`config.mk`:
```
export PLATFORM = sky130hd
export DESIGN_NAME = mem_bus_arb_flat
export DESIGN_NICKNAME = d
export VERILOG_FILES = /design/src/rtl/mem_bus_arb_if.sv /design/src/rtl/mem_bus_arb.sv /design/src/flat_wrapper.sv
export SDC_FILE = /design/constraint.sdc
export NUM_CORES = 1
export LEC_CHECK = 0
export CAP_MARGIN = 20
export CORE_MARGIN = 2
export CORE_UTILIZATION = 39
export CTS_CLUSTER_SIZE = 14
export DETAILED_ROUTE_END_ITERATION = 8
export PLACE_DENSITY = 0.8
export SLEW_MARGIN = 30
export SYNTH_ARGS = -nofsm -noshare
export SYNTH_HDL_FRONTEND = slang
export SYNTH_SLANG_ARGS = --single-unit
```
`constraint.sdc`:
```
create_clock -name clk_i -period 2.3 [get_ports clk_i]
set_clock_uncertainty 0.05 [all_clocks]
set_input_delay 0.46 -clock clk_i [delete_from_list [all_inputs] [get_ports clk_i]]
set_output_delay 0.46 -clock clk_i [all_outputs]
set_load 0.02 [all_outputs]
```
`src/rtl/mem_bus_arb_if.sv`:
```
// mem_bus_arb_if: requester ports and shared memory bus seen by the arbiter
interface mem_bus_arb_if #(
    parameter int ADDR_WIDTH = 32,
    parameter int DATA_WIDTH = 32
);
    logic                  d_req_i;
    logic                  d_we_i;
    logic [ADDR_WIDTH-1:0] d_addr_i;
    logic [DATA_WIDTH-1:0] d_wdata_i;
    logic [3:0]            d_op_i;
    logic                  d_done_o;
    logic [DATA_WIDTH-1:0] d_rdata_o;
    logic                  i_req_i;
    logic [ADDR_WIDTH-1:0] i_addr_i;
    logic                  i_done_o;
    logic [DATA_WIDTH-1:0] i_rdata_o;
    logic                  bus_req_o;
    logic                  bus_we_o;
    logic [ADDR_WIDTH-1:0] bus_addr_o;
    logic [DATA_WIDTH-1:0] bus_wdata_o;
    logic [3:0]            bus_op_o;
    logic                  bus_ack_i;
    logic [DATA_WIDTH-1:0] bus_rdata_i;
    logic                  err_o;
    logic                  mem_stall_o;
    logic                  if_stall_o;

    modport master (
        input  d_req_i, d_we_i, d_addr_i, d_wdata_i, d_op_i, i_req_i, i_addr_i,
        input  bus_ack_i, bus_rdata_i,
        output d_done_o, d_rdata_o, i_done_o, i_rdata_o,
        output bus_req_o, bus_we_o, bus_addr_o, bus_wdata_o, bus_op_o,
        output err_o, mem_stall_o, if_stall_o
    );

    modport slave (
        output d_req_i, d_we_i, d_addr_i, d_wdata_i, d_op_i, i_req_i, i_addr_i,
        output bus_ack_i, bus_rdata_i,
        input  d_done_o, d_rdata_o, i_done_o, i_rdata_o,
        input  bus_req_o, bus_we_o, bus_addr_o, bus_wdata_o, bus_op_o,
        input  err_o, mem_stall_o, if_stall_o
    );
endinterface

```
`src/rtl/mem_bus_arb.sv`:
```
// mem_bus_arb: data/fetch arbiter for one shared memory bus with timeout and anti-starvation
module mem_bus_arb #(
    parameter int ADDR_WIDTH = 32,
    parameter int DATA_WIDTH = 32,
    parameter int MAX_CONSEC = 4,
    parameter int TIMEOUT    = 15
) (
    input logic clk_i,
    input logic rst_i,
    mem_bus_arb_if.master m
);
    localparam logic [3:0] MEM_NOP  = 4'h0;
    localparam logic [3:0] MEM_WORD = 4'h3;
    localparam int CW = $clog2(MAX_CONSEC + 1);
    localparam int TW = $clog2(TIMEOUT + 1);

    typedef enum logic [1:0] {IDLE, BUSY_D, BUSY_I} state_t;

    state_t        state, state_nx;
    logic [CW-1:0] consec;
    logic [TW-1:0] tcnt;
    logic          free, gnt_d, gnt_i, tmo, fin;

    assign m.mem_stall_o = m.d_req_i & ~m.d_done_o;
    assign m.if_stall_o  = m.i_req_i & ~m.i_done_o;

    always_ff @(posedge clk_i)
        state <= rst_i ? IDLE : state_nx;

    // The done cycle is dead: requesters still show the finished request there.
    always_comb begin
        free     = state == IDLE && !m.d_done_o && !m.i_done_o;
        gnt_i    = free && m.i_req_i && (!m.d_req_i || consec == CW'(MAX_CONSEC));
        gnt_d    = free && m.d_req_i && !gnt_i;
        tmo      = state != IDLE && !m.bus_ack_i && tcnt == TW'(TIMEOUT - 1);
        fin      = state != IDLE && (m.bus_ack_i || tmo);
        state_nx = fin ? IDLE : gnt_d ? BUSY_D : gnt_i ? BUSY_I : state;
    end

    always_ff @(posedge clk_i) begin
        if (rst_i) begin
            m.d_done_o    <= 1'b0;
            m.i_done_o    <= 1'b0;
            m.err_o       <= 1'b0;
            m.d_rdata_o   <= '0;
            m.i_rdata_o   <= '0;
            m.bus_req_o   <= 1'b0;
            m.bus_we_o    <= 1'b0;
            m.bus_addr_o  <= '0;
            m.bus_wdata_o <= '0;
            m.bus_op_o    <= MEM_NOP;
            consec        <= '0;
            tcnt          <= '0;
        end else begin
            m.d_done_o <= fin && state == BUSY_D;
            m.i_done_o <= fin && state == BUSY_I;
            m.err_o    <= tmo;
            if (fin && state == BUSY_D)
                m.d_rdata_o <= (tmo || m.bus_we_o) ? '0 : m.bus_rdata_i;
            if (fin && state == BUSY_I)
                m.i_rdata_o <= tmo ? '0 : m.bus_rdata_i;
            tcnt <= (state == IDLE || fin) ? '0 : tcnt + TW'(1);
            if (gnt_d) begin
                m.bus_req_o   <= 1'b1;
                m.bus_we_o    <= m.d_we_i;
                m.bus_addr_o  <= m.d_addr_i;
                m.bus_wdata_o <= m.d_wdata_i;
                m.bus_op_o    <= m.d_op_i;
                consec        <= !m.i_req_i ? '0 : consec == CW'(MAX_CONSEC) ? consec : consec + CW'(1);
            end else if (gnt_i) begin
                m.bus_req_o   <= 1'b1;
                m.bus_we_o    <= 1'b0;
                m.bus_addr_o  <= m.i_addr_i;
                m.bus_wdata_o <= '0;
                m.bus_op_o    <= MEM_WORD;
                consec        <= '0;
            end else if (fin) begin
                m.bus_req_o <= 1'b0;
            end
        end
    end
endmodule

```
`src/flat_wrapper.sv`:
```
// flat-port wrapper written by rule: the top's interface ports become plain ports
module mem_bus_arb_flat 
#(
    parameter int ADDR_WIDTH = 32,
    parameter int DATA_WIDTH = 32,
    parameter int MAX_CONSEC = 4,
    parameter int TIMEOUT    = 15
)
  (clk_i, rst_i, m_d_req_i, m_d_we_i, m_d_addr_i, m_d_wdata_i, m_d_op_i, m_i_req_i, m_i_addr_i, m_bus_ack_i, m_bus_rdata_i, m_d_done_o, m_d_rdata_o, m_i_done_o, m_i_rdata_o, m_bus_req_o, m_bus_we_o, m_bus_addr_o, m_bus_wdata_o, m_bus_op_o, m_err_o, m_mem_stall_o, m_if_stall_o);
  mem_bus_arb_if #(.ADDR_WIDTH(ADDR_WIDTH), .DATA_WIDTH(DATA_WIDTH)) m_i ();
  input logic clk_i;
  input logic rst_i;
  input wire logic [$bits(m_i.d_req_i)-1:0] m_d_req_i;
  input wire logic [$bits(m_i.d_we_i)-1:0] m_d_we_i;
  input wire logic [$bits(m_i.d_addr_i)-1:0] m_d_addr_i;
  input wire logic [$bits(m_i.d_wdata_i)-1:0] m_d_wdata_i;
  input wire logic [$bits(m_i.d_op_i)-1:0] m_d_op_i;
  input wire logic [$bits(m_i.i_req_i)-1:0] m_i_req_i;
  input wire logic [$bits(m_i.i_addr_i)-1:0] m_i_addr_i;
  input wire logic [$bits(m_i.bus_ack_i)-1:0] m_bus_ack_i;
  input wire logic [$bits(m_i.bus_rdata_i)-1:0] m_bus_rdata_i;
  output wire logic [$bits(m_i.d_done_o)-1:0] m_d_done_o;
  output wire logic [$bits(m_i.d_rdata_o)-1:0] m_d_rdata_o;
  output wire logic [$bits(m_i.i_done_o)-1:0] m_i_done_o;
  output wire logic [$bits(m_i.i_rdata_o)-1:0] m_i_rdata_o;
  output wire logic [$bits(m_i.bus_req_o)-1:0] m_bus_req_o;
  output wire logic [$bits(m_i.bus_we_o)-1:0] m_bus_we_o;
  output wire logic [$bits(m_i.bus_addr_o)-1:0] m_bus_addr_o;
  output wire logic [$bits(m_i.bus_wdata_o)-1:0] m_bus_wdata_o;
  output wire logic [$bits(m_i.bus_op_o)-1:0] m_bus_op_o;
  output wire logic [$bits(m_i.err_o)-1:0] m_err_o;
  output wire logic [$bits(m_i.mem_stall_o)-1:0] m_mem_stall_o;
  output wire logic [$bits(m_i.if_stall_o)-1:0] m_if_stall_o;
  assign m_i.d_req_i = m_d_req_i;
  assign m_i.d_we_i = m_d_we_i;
  assign m_i.d_addr_i = m_d_addr_i;
  assign m_i.d_wdata_i = m_d_wdata_i;
  assign m_i.d_op_i = m_d_op_i;
  assign m_i.i_req_i = m_i_req_i;
  assign m_i.i_addr_i = m_i_addr_i;
  assign m_i.bus_ack_i = m_bus_ack_i;
  assign m_i.bus_rdata_i = m_bus_rdata_i;
  assign m_d_done_o = m_i.d_done_o;
  assign m_d_rdata_o = m_i.d_rdata_o;
  assign m_i_done_o = m_i.i_done_o;
  assign m_i_rdata_o = m_i.i_rdata_o;
  assign m_bus_req_o = m_i.bus_req_o;
  assign m_bus_we_o = m_i.bus_we_o;
  assign m_bus_addr_o = m_i.bus_addr_o;
  assign m_bus_wdata_o = m_i.bus_wdata_o;
  assign m_bus_op_o = m_i.bus_op_o;
  assign m_err_o = m_i.err_o;
  assign m_mem_stall_o = m_i.mem_stall_o;
  assign m_if_stall_o = m_i.if_stall_o;
  mem_bus_arb #(.ADDR_WIDTH(ADDR_WIDTH), .DATA_WIDTH(DATA_WIDTH), .MAX_CONSEC(MAX_CONSEC), .TIMEOUT(TIMEOUT)) u_core (.clk_i(clk_i), .rst_i(rst_i), .m(m_i));
endmodule
```
==> results.toml <==
[finish]
stdcell_count = 936
syn_to_final_growth_pct = 68.92
diodes = 0
mostFrequentLayoutCell = "clkdlybuf4s50_1"
final_cell_mix = "274 x clkdlybuf4s50_1, 146 x dfxtp_1, 99 x a22o_1"
fin_nets = 889
drive_above_1_share_pct = 11.45

[critical_path]
r2r_slack_ns = 0.37
crit_arrival_ns = 1.54
end_kind = "primary output"
cp-start-kind = "register"
cp_cell_sequence = "clkdlybuf4s50_1"
critical-path-top-delay-family = "buffers and inverters"
slowest_stage = "clkdlybuf4s50_1"
cpPeakStageDelay_ns = 0.69
cp.required_ns = 1.79
regToRegEndpoint = "u_core.m.bus_addr_o[30]"
path_class = "register to primary output"
cp.buffers_inverters = 1
worstReg2RegStart = "u_core.state[0]"
reg2reg_depth = 4
crit_fanout = 3

[hold_path]
hold_path_class = "register to register"
whs_endpoint = "u_core.tcnt[0]"
hold_depth = 1
hold_path.startpoint = "u_core.tcnt[0]"

[floorplanning]
rows = 42
coreArea_um2 = 13190
fp.dieW_um = 120.2
die_h_um = 120.2
dieArea_um2 = 14450
io_pins = 277
initial_core_util_pct = 39.92

[power]
ir_worst_vdd_uv = 514.4
powerDensity_nw_per_um2 = 802.3
p_leak_nw = 3.384

[flow_run]
cap_viol_max_count = 0

[sta]
rsz0062_at_grt = "false"
final_hold_viol_count = 0
max_freq_ghz = 0.4887
post-route-period-util_pct = 88.97
worst_slew_pin_slew_ns = 0.5729
holdWs_ns = 0.4190
finalCriticalPeriod_ns = 2.046
slew-limit-headroom_pct = 61.49
setup_viol = 0
fin_setup_tns_ns = 0
maxSlewViolCount = 0

[synth]
synth_edf_count = 0
async_flop_share_pct = 0
synth.net_count = 618
synth_flop_cell = "dfxtp_1"
syn_area_per_cell_um2 = 11.06
synth_area_um2 = 5265
yosys_warnings = 0
seq_area_frac_synth_pct = 55.51
synth.distinct_cells = 32
synth_cells = 476
ys_seq_elements = 146

[clock_network]
clkLatencyLatePin_ns = 0.41
cts_tree = "done"
numCtsBuffers = 17
clockBufferDepth = 2
root_buffer = "clkbuf_16"
clock_sinks = 146
htreeDepth = 4
clkSlewWorstSetupHoldPaths_ns = 0.06

[route]
vias = 5024
drc = 0
drt.antenna.violating_nets = 0
vias_per_cell = 5.368
drt-total-wl_mm = 17.03
firstDrtPassIters = 5
wl_per_cell_um = 18.20
drtIter0Drc = 328

[placement]
dp_hpwl_mm = 11.89
port-buffer-count = 276
dp_cells = 904
finalWeightedCongestion = 0.8131

[global_route]
grt-ovfl-total = 0
grt_max_degree = 37
grt_antenna_before_repair = 0
track_usage_pct = 23.56
grt_pass1_wl_mm = 26.79
grt_pass1_vias = 5252

[outcome]
status = "finished clean"
==> state kept, by name (all words and copies together) (netlist names), 2 cells and up <==
name	cells
u_core.m.bus_op_o	4
u_core.m.bus_addr_o	32
u_core.m.bus_wdata_o	32
u_core.tcnt	4
u_core.m.d_rdata_o	32
u_core.consec	3
u_core.state	2
u_core.m.i_rdata_o	32
==> layer usage <==
layer	track usage, %	wire [um]	vias up
met1	26.70	6749	2393
met4	10.59	407	0
met2	39.99	8347	238
met3	8.113	1526	35
met5	0	0	-
li1	-	-	2358
==> synthesized netlist by cell type (3+ instances only) <==
master,n,area [um2]
dfxtp_1,146,2923
ha_1,4,50.05
inv_1,37,138.9
clkbuf_1,29,108.9
nor2b_1,3,18.77
buf_6,3,33.78
o221a_2,34,382.9
nand2b_1,3,18.77
o21a_1,5,37.54
nor3_1,35,175.2
buf_2,5,25.02
nand3_1,4,20.02
nor2_1,9,33.78
a22o_1,99,867.1
buf_1,5,18.77
a211oi_1,32,240.2
==> repair_timing <==
item	4_1_cts	5_1_grt
resized for setup	1	1
endpoints found under the setup margin	1	1
hold buffers	0	0
setup buffers	0	0
==> cell type report <==
class,instances,area [um2]
Fill cell,1017,4297
Timing Repair Buffer,294,2999
Sequential cell,146,2923
Multi-Input combinational cell,251,2024
Clock buffer,20,456.7
Tap cell,176,220.2
Inverter,37,138.9
Clock inverter,12,131.4
==> kinds of logic after synthesis <==
logic type	Yosys count	share of synthesized area (%)
AO/OA/AOI/OAI	181	30.47
flip-flops	146	55.51
buffers and inverters	79	6.178
XOR/XNOR	2	0.3328
AND/OR/NAND/NOR	64	6.559
adder cells (fa/ha/maj)	4	0.9506
==> power by group <==
part           switching [mW]  leakage (nW)  internal [mW]
logic                   0.724          1.91          0.817
clock network            1.07         0.278           1.65
registers               0.139          1.19           2.73
==> worst max path at each step <==
stage | startpoint | end | slack (ns) | cells past startpoint
final | u_core.m.bus_we_o | m_bus_we_o | 0.25 | 1
after global routing | m_d_req_i | m_mem_stall_o | 0.18 | 3
after CTS | m_i_req_i | m_if_stall_o | 0.05 | 3
after detailed placement | m_d_req_i | m_mem_stall_o | 0.01 | 3
after global placement | m_d_req_i | m_mem_stall_o | 0.01 | 3
after floorplan | m_d_req_i | m_mem_stall_o | 0.41 | 3
==> per-stage QoR <==
step                area (um2)  utilization, %  power [mW]  setup slack (ns)
floorplan                 5265               -       3.638            0.4083
global placement          8304           62.96       4.423           0.01333
detailed placement        8304           62.96       4.463           0.01488
CTS                       8891           67.41       7.183           0.05179
global route              8894           67.43       7.402            0.1816
finish                    8894           67.43       7.135            0.2538
Note: power is estimated with default switching activity, not from simulation.
